## src/rtl/lsu_ctrl.sv

```systemverilog
// -----------------------------------------------------------------------------
// lsu_ctrl : load/store sequencer placed directly in front of the data RAM.
//
// Takes one RV32I load/store (LB/LH/LW/LBU/LHU/SB/SH/SW) at a time over a
// valid/ready handshake. It maps the request onto the RAM's native primitives
// (word read, byte-unsigned read, word write, byte write), sign/zero-extends
// load data, checks alignment, and returns one registered response.
//
// Ports
//   clk, rst          clock, synchronous active-high reset
//   req_valid/ready   request handshake from the execute stage
//   req_is_store      1 = store, 0 = load
//   req_funct3        RV32I load/store funct3
//   req_addr          byte address
//   req_wdata         store data (rs2)
//   rsp_valid         one-cycle response strobe
//   rsp_rdata         extended load result (0 for stores and faults)
//   rsp_fault         request faulted; there is no memory side effect
//   rsp_cause         01 misaligned, 10 unsupported funct3, 00 none
//   mem_*             RAM address/data/strobes/funct3; mem_read_data is
//                     combinational read data from the RAM
// -----------------------------------------------------------------------------
module lsu_ctrl #(
    parameter bit MISALIGN_CHECK = 1'b1,
    parameter bit EN_HALF        = 1'b1
) (
    input  logic        clk,
    input  logic        rst,
    input  logic        req_valid,
    output logic        req_ready,
    input  logic        req_is_store,
    input  logic [2:0]  req_funct3,
    input  logic [31:0] req_addr,
    input  logic [31:0] req_wdata,
    output logic        rsp_valid,
    output logic [31:0] rsp_rdata,
    output logic        rsp_fault,
    output logic [1:0]  rsp_cause,
    output logic [31:0] mem_address,
    output logic [31:0] mem_write_data,
    output logic        mem_w_we,
    output logic        mem_b_we,
    output logic        mem_re,
    output logic [2:0]  mem_funct3,
    input  logic [31:0] mem_read_data
);

    localparam logic [1:0] S_IDLE   = 2'd0;
    localparam logic [1:0] S_ACCESS = 2'd1;
    localparam logic [1:0] S_BYTE2  = 2'd2;
    localparam logic [1:0] S_RESP   = 2'd3;

    localparam logic [2:0] RAM_WORD_RD = 3'b010;
    localparam logic [2:0] RAM_BYTE_RD = 3'b100;

    logic [1:0]  state_q, state_d;
    logic        st_q;
    logic [2:0]  f3_q;
    logic [31:0] addr_q;
    logic [31:0] wdata_q;
    logic [31:0] rdata_q;
    logic        fault_q;
    logic [1:0]  cause_q;

    logic        fire;
    logic        dec_half, dec_word;
    logic        dec_unsup, dec_misal;
    logic [1:0]  dec_cause;
    logic [31:0] dec_addr;

    // Extend the addressed byte/halfword of a RAM read according to funct3.
    // funct3[2] set means the unsigned variant (LBU/LHU).
    function automatic logic [31:0] ext_load(input logic [2:0]  f3,
                                             input logic [31:0] word,
                                             input logic        hi_half);
        logic [15:0] h;
        logic [7:0]  b;
        h = hi_half ? word[31:16] : word[15:0];
        b = word[7:0];
        case (f3[1:0])
            2'b00:   ext_load = f3[2] ? {24'd0, b} : {{24{b[7]}}, b};
            2'b01:   ext_load = f3[2] ? {16'd0, h} : {{16{h[15]}}, h};
            default: ext_load = word;
        endcase
    endfunction

    assign req_ready = (state_q == S_IDLE) && !rst;
    assign fire      = req_valid && req_ready;

    // Request decode, evaluated on the live request inputs at accept.
    always_comb begin
        dec_half = (req_funct3[1:0] == 2'b01);
        dec_word = (req_funct3[1:0] == 2'b10);
        if (req_is_store) begin
            dec_unsup = req_funct3[2] || (req_funct3[1:0] == 2'b11);
        end else begin
            dec_unsup = (req_funct3 == 3'b011) || (req_funct3[2:1] == 2'b11);
        end
        if (dec_half && !EN_HALF) begin
            dec_unsup = 1'b1;
        end
        dec_misal = MISALIGN_CHECK &&
                    ((dec_half && req_addr[0]) ||
                     (dec_word && (req_addr[1:0] != 2'b00)));
        // Unsupported outranks misaligned.
        dec_cause = dec_unsup ? 2'b10 : (dec_misal ? 2'b01 : 2'b00);
        // Forced alignment; a no-op for accepted requests when checking is on.
        dec_addr  = req_addr;
        if (dec_half) begin
            dec_addr[0] = 1'b0;
        end
        if (dec_word) begin
            dec_addr[1:0] = 2'b00;
        end
    end

    always_comb begin
        state_d = state_q;
        case (state_q)
            S_IDLE: begin
                if (fire) begin
                    state_d = (dec_cause != 2'b00) ? S_RESP : S_ACCESS;
                end
            end
            S_ACCESS: state_d = (st_q && (f3_q[1:0] == 2'b01)) ? S_BYTE2 : S_RESP;
            S_BYTE2:  state_d = S_RESP;
            default:  state_d = S_IDLE;
        endcase
    end

    // RAM drive: everything is zero outside ACCESS/BYTE2 and while in reset,
    // so no write strobe can reach the RAM on an edge with rst high.
    always_comb begin
        mem_address    = 32'd0;
        mem_write_data = 32'd0;
        mem_w_we       = 1'b0;
        mem_b_we       = 1'b0;
        mem_re         = 1'b0;
        mem_funct3     = 3'd0;
        if (!rst) begin
            if (state_q == S_ACCESS) begin
                if (!st_q) begin
                    mem_re = 1'b1;
                    if (f3_q[1:0] == 2'b00) begin
                        mem_funct3  = RAM_BYTE_RD;
                        mem_address = addr_q;
                    end else begin
                        mem_funct3  = RAM_WORD_RD;
                        mem_address = {addr_q[31:2], 2'b00};
                    end
                end else begin
                    mem_address = addr_q;
                    if (f3_q[1:0] == 2'b10) begin
                        mem_w_we       = 1'b1;
                        mem_write_data = wdata_q;
                    end else begin
                        mem_b_we       = 1'b1;
                        mem_write_data = {4{wdata_q[7:0]}};
                    end
                end
            end else if (state_q == S_BYTE2) begin
                // Upper byte of SH; address wraps modulo 2^32.
                mem_b_we       = 1'b1;
                mem_address    = addr_q + 32'd1;
                mem_write_data = {4{wdata_q[15:8]}};
            end
        end
    end

    always_ff @(posedge clk) begin
        if (rst) begin
            state_q <= S_IDLE;
            rdata_q <= 32'd0;
            fault_q <= 1'b0;
            cause_q <= 2'b00;
        end else begin
            state_q <= state_d;
            if (fire) begin
                rdata_q <= 32'd0;
                fault_q <= (dec_cause != 2'b00);
                cause_q <= dec_cause;
            end else if ((state_q == S_ACCESS) && !st_q) begin
                rdata_q <= ext_load(f3_q, mem_read_data, addr_q[1]);
            end
        end
    end

    // Request fields are plain data: loaded on accept, no reset needed.
    always_ff @(posedge clk) begin
        if (fire) begin
            st_q    <= req_is_store;
            f3_q    <= req_funct3;
            addr_q  <= dec_addr;
            wdata_q <= req_wdata;
        end
    end

    assign rsp_valid = (state_q == S_RESP);
    assign rsp_rdata = rdata_q;
    assign rsp_fault = fault_q;
    assign rsp_cause = cause_q;

endmodule

```

## config.mk

```make
export PLATFORM = sky130hd
export DESIGN_NAME = lsu_ctrl
export DESIGN_NICKNAME = d
export VERILOG_FILES = /design/src/rtl/lsu_ctrl.sv
export SDC_FILE = /design/constraint.sdc
export NUM_CORES = 1
export LEC_CHECK = 0
export ABC_CLOCK_PERIOD_IN_PS = 4400
export CAP_MARGIN = 20
export CORE_AREA = 2 2 152 95
export DETAILED_ROUTE_END_ITERATION = 7
export DIE_AREA = 0 0 154 97
export HOLD_SLACK_MARGIN = 0.03
export PLACE_DENSITY = 0.85
export SLEW_MARGIN = 25
export SYNTH_ARGS = -nofsm -noshare
export SYNTH_HDL_FRONTEND = slang
export SYNTH_SLANG_ARGS = --single-unit
```

## constraint.sdc

```tcl
create_clock -name clk -period 4.4 [get_ports clk]
set_clock_uncertainty 0.15 [all_clocks]
set_input_delay 0.88 -clock clk [delete_from_list [all_inputs] [get_ports clk]]
set_output_delay 0.88 -clock clk [all_outputs]
set_load 0.03 [all_outputs]
```

==> flow_metrics.py <==
metrics = {
    "layout": {
        "most-common-layout-cells": "sky130_fd_sc_hd__clkdlybuf4s50_1 (166), sky130_fd_sc_hd__a21oi_1 (89), sky130_fd_sc_hd__edfxtp_1 (68)",
        "multi_input_comb_area_um2": 2346,
        "most_common_cell_after_layout_fill_and_taps_aside": "sky130_fd_sc_hd__clkdlybuf4s50_1",
        "post_route_cells_drive_above_1_share_pct": 10.68,
        "antenna_cells_inserted": 0,
        "layout-area-overhead-vs-synth_pct": 46.91,
        "postLayoutCoreUtil_pct": 58.31,
        "nets": 855,
        "final_cells": 924,
        "nFillCells": 1139,
        "layout.area.seq_um2": 2783,
        "final_area_um2": 7825,
    },
    "synth": {
        "gate_count_post_synth": 549,
        "synth_area_per_cell_um2": 9.702,
        "post-synth-top-area-cell": "sky130_fd_sc_hd__edfxtp_1",
        "yosys_warnings": 0,
        "synth-edff-count": 68,
        "postSynth.topFlopCell": "sky130_fd_sc_hd__edfxtp_1",
        "synth.ff_latch_count": 105,
        "ys_top_cells_by_area": "sky130_fd_sc_hd__edfxtp_1 (38%), sky130_fd_sc_hd__dfxtp_1 (14%), sky130_fd_sc_hd__a21oi_1 (8.4%)",
        "mappedNetlistArea_um2": 5326,
        "yosys.cell_types.count": 48,
        "sequential_element_share_of_the_synthesized_area_pct": 52.24,
        "synth.net_count": 660,
        "synth_top_area_share_pct": 38.34,
        "synth_async_sr_flop_share_pct": 0,
    },
    "placed_design": {
        "numPortBuffers": 208,
        "dpl.hpwl_um": 12270,
        "finalWeightedCongestion": 0.8821,
        "dpl_worst_slack_ps": 380.3,
        "placedInstanceArea_um2": 7503,
        "place.detailed.instances": 908,
    },
    "power_and_ir_drop": {
        "post-layout-total-power_mw": 3.759,
        "power.leakage_nw": 2.868,
        "max-vdd-ir-drop_v": 0.0002385,
        "pwr_density_cell_nw_per_um2": 480.4,
    },
    "worst_setup_path": {
        "crit_chain": "inv_1 -> ha_2 -> nand2b_1 -> or4_4 -> or4_1 -> a21oi_1 -> clkdlybuf4s50_1",
        "reg2reg_setup_slack_ps": 2020,
        "critical_path.max_stage_delay_ps": 690,
        "critical-path-slowest-cell": "sky130_fd_sc_hd__clkdlybuf4s50_1",
        "critical_path_required_ps": 3370,
        "worstSetupStartpointType": "register",
        "timing.critical_path.max_delay_family": "simple AND/OR/NAND/NOR gates",
        "worstPathArrival_ps": 3260,
        "timing.critical_path.fanout_max": 20,
        "critical_path_class": "register to primary output",
        "crit_path_end_kind": "primary output",
        "path_buf_inv": 2,
    },
    "floorplanning": {
        "pin_count": 210,
        "die-height_um": 97,
        "core_area_um2": 13420,
        "floorplan.die_area_um2": 14940,
        "row_count": 33,
        "die_x_um": 154,
        "initial_utilization_pct": 39.69,
    },
    "clock_network": {
        "cts-hold-fix-buffers": 0,
        "clock_latency_ps": 340,
        "clockRootBuffer": "sky130_fd_sc_hd__clkbuf_16",
        "cts_setup_buffers": 0,
        "cts.clk_slew.worst_paths_ps": 70,
        "cts_tree": "built",
        "numCtsBuffers": 9,
        "maximum_number_of_buffers_from_clock_root_to_sink": 2,
        "h-tree-depth": 3,
        "cts_num_sinks": 105,
        "cts_resized": 1,
    },
    "global_routing": {
        "grtUsageMet2_pct": 30.80,
        "grt-busiest-layer": "met1",
        "number_of_antenna_violations_at_the_first_check_in_global_routing": 0,
        "grt_util_met3_pct": 6.317,
        "number_of_global_route_vias_before_repair": 4567,
        "grtUsageMet1_pct": 31.75,
        "pin_count_of_the_biggest_net_entering_global_routing": 45,
        "grt_overflow_total": 0,
        "grt_pass1_wl_um": 25010,
        "grt_util_overall_pct": 21.41,
    },
    "run": {
        "maxCapViolations": 0,
    },
    "sta": {
        "layout_min_cycle_time_ps": 4287,
        "setup_viol_count_final": 0,
        "slew_headroom_pct": 50.13,
        "worst-slew-pin-transition_ps": 746.2,
        "timing.hold.ws_ps": 310.2,
        "final.setup.tns_ps": 0,
        "layout_worst_path_cycle_share_pct": 97.44,
        "maxClockFrequency_mhz": 233.2,
        "finalMaxSlewViolations": 0,
        "hold_violations": 0,
        "setup_ws_ps": 112.7,
    },
    "drt": {
        "drt-initial-drc-count": 389,
        "routed_wire_length_um": 16300,
        "post_drt_wl_per_cell_um": 17.64,
        "post_drt_via_cell_ratio": 5.397,
        "detail_route.drc_violations": 0,
        "dr_total_vias": 4987,
        "route.antenna.remaining_nets": 0,
        "drt-pass1-iter-count": 5,
    },
    "min_path": {
        "hp-class": "register to register",
    },
    "outcome": {
        "status": "finished clean",
    },
}
## worst min-delay path, delay by kind of cell (launching register included)
family	cells	cell delay [ps]
simple gates	1	50
flops	1	310
compound gates	1	50
## worst paths after layout
check | from | endpoint | depth (start not counted)
hold reg to reg | rsp_rdata[11]$_SDFFE_PP0P_ | rsp_rdata[11]$_SDFFE_PP0P_ | 2
hold / removal | rsp_rdata[11]$_SDFFE_PP0P_ | rsp_rdata[11]$_SDFFE_PP0P_ | 2
setup reg to reg | state_q[0]$_SDFFE_PP0P_ | addr_q[9]$_DFFE_PP_ | 5
setup / recovery | state_q[1]$_SDFFE_PP0P_ | mem_address[16] | 7
## area by class of cell
class | instances | share of cell area, %
inverters | 14 | 0.6716
well taps | 175 | 2.798
multi-input cells | 392 | 29.98
clock buffers | 10 | 3.054
flip-flops and latches | 105 | 35.56
repair buffers | 222 | 27.09
clock inverters | 6 | 0.8475
## registers in the layout, indices dropped and copies added, names as in the netlist
register and cells:
addr_q 32, rsp_fault 1, wdata_q 32, f3_q 3, rsp_cause 2, st_q 1, rsp_rdata 32, state_q 2
## power by group
group / internal, mW / total (mW) / switching (mW)
logic: 0.619 / 1.63 / 1.01
registers: 1.21 / 1.31 / 0.0982
clock network: 0.459 / 0.820 / 0.361
total: 2.29 / 3.76 / 1.47
## per-layer routing
metal,vias to the layer above,share of wire (%),wire length (um)
li1,2433,-,-
met1,2322,47,7722
met2,223,43,6962
met3,9,9.2,1507
met4,0,0.67,110
met5,-,0,0
## cells in the mapped netlist (all sizes together), types with 2 or more instances
cell type   n
clkbuf     30
dfxtp      37
and4        2
buf         8
xor2        2
or2         3
or3         7
o31ai      13
nand3      24
nor2b       6
o21ai      33
edfxtp     68
nor3b       2
a21oi      89
a211oi     13
nand2      44
or4        15
o21a        3
nor4        5
nand2b      8
o211ai      3
inv        14
nand4       7
o21bai      3
a211o       2
a21boi      8
nor3        9
nor2       41
nand3b      7
xnor2       7
o2111ai     2
ha          8
mux2i      18
## kinds of logic (layout without fill, tap and decap cells)
logic type | after synthesis | after routing | share of synthesized area [%]
AOI/OAI and AO/OA | 173 | 173 | 18.82
buffers and inverters | 52 | 252 | 4.087
xor gates and xnor gates | 9 | 9 | 1.480
and+or+nand+nor | 183 | 183 | 18.04
other | 1 | 1 | 0.07040
DFF | 105 | 105 | 52.24
adders and majority gates | 8 | 8 | 1.879
muxes | 18 | 18 | 3.383
No activity file was read; power rests on OpenSTA's default activity.
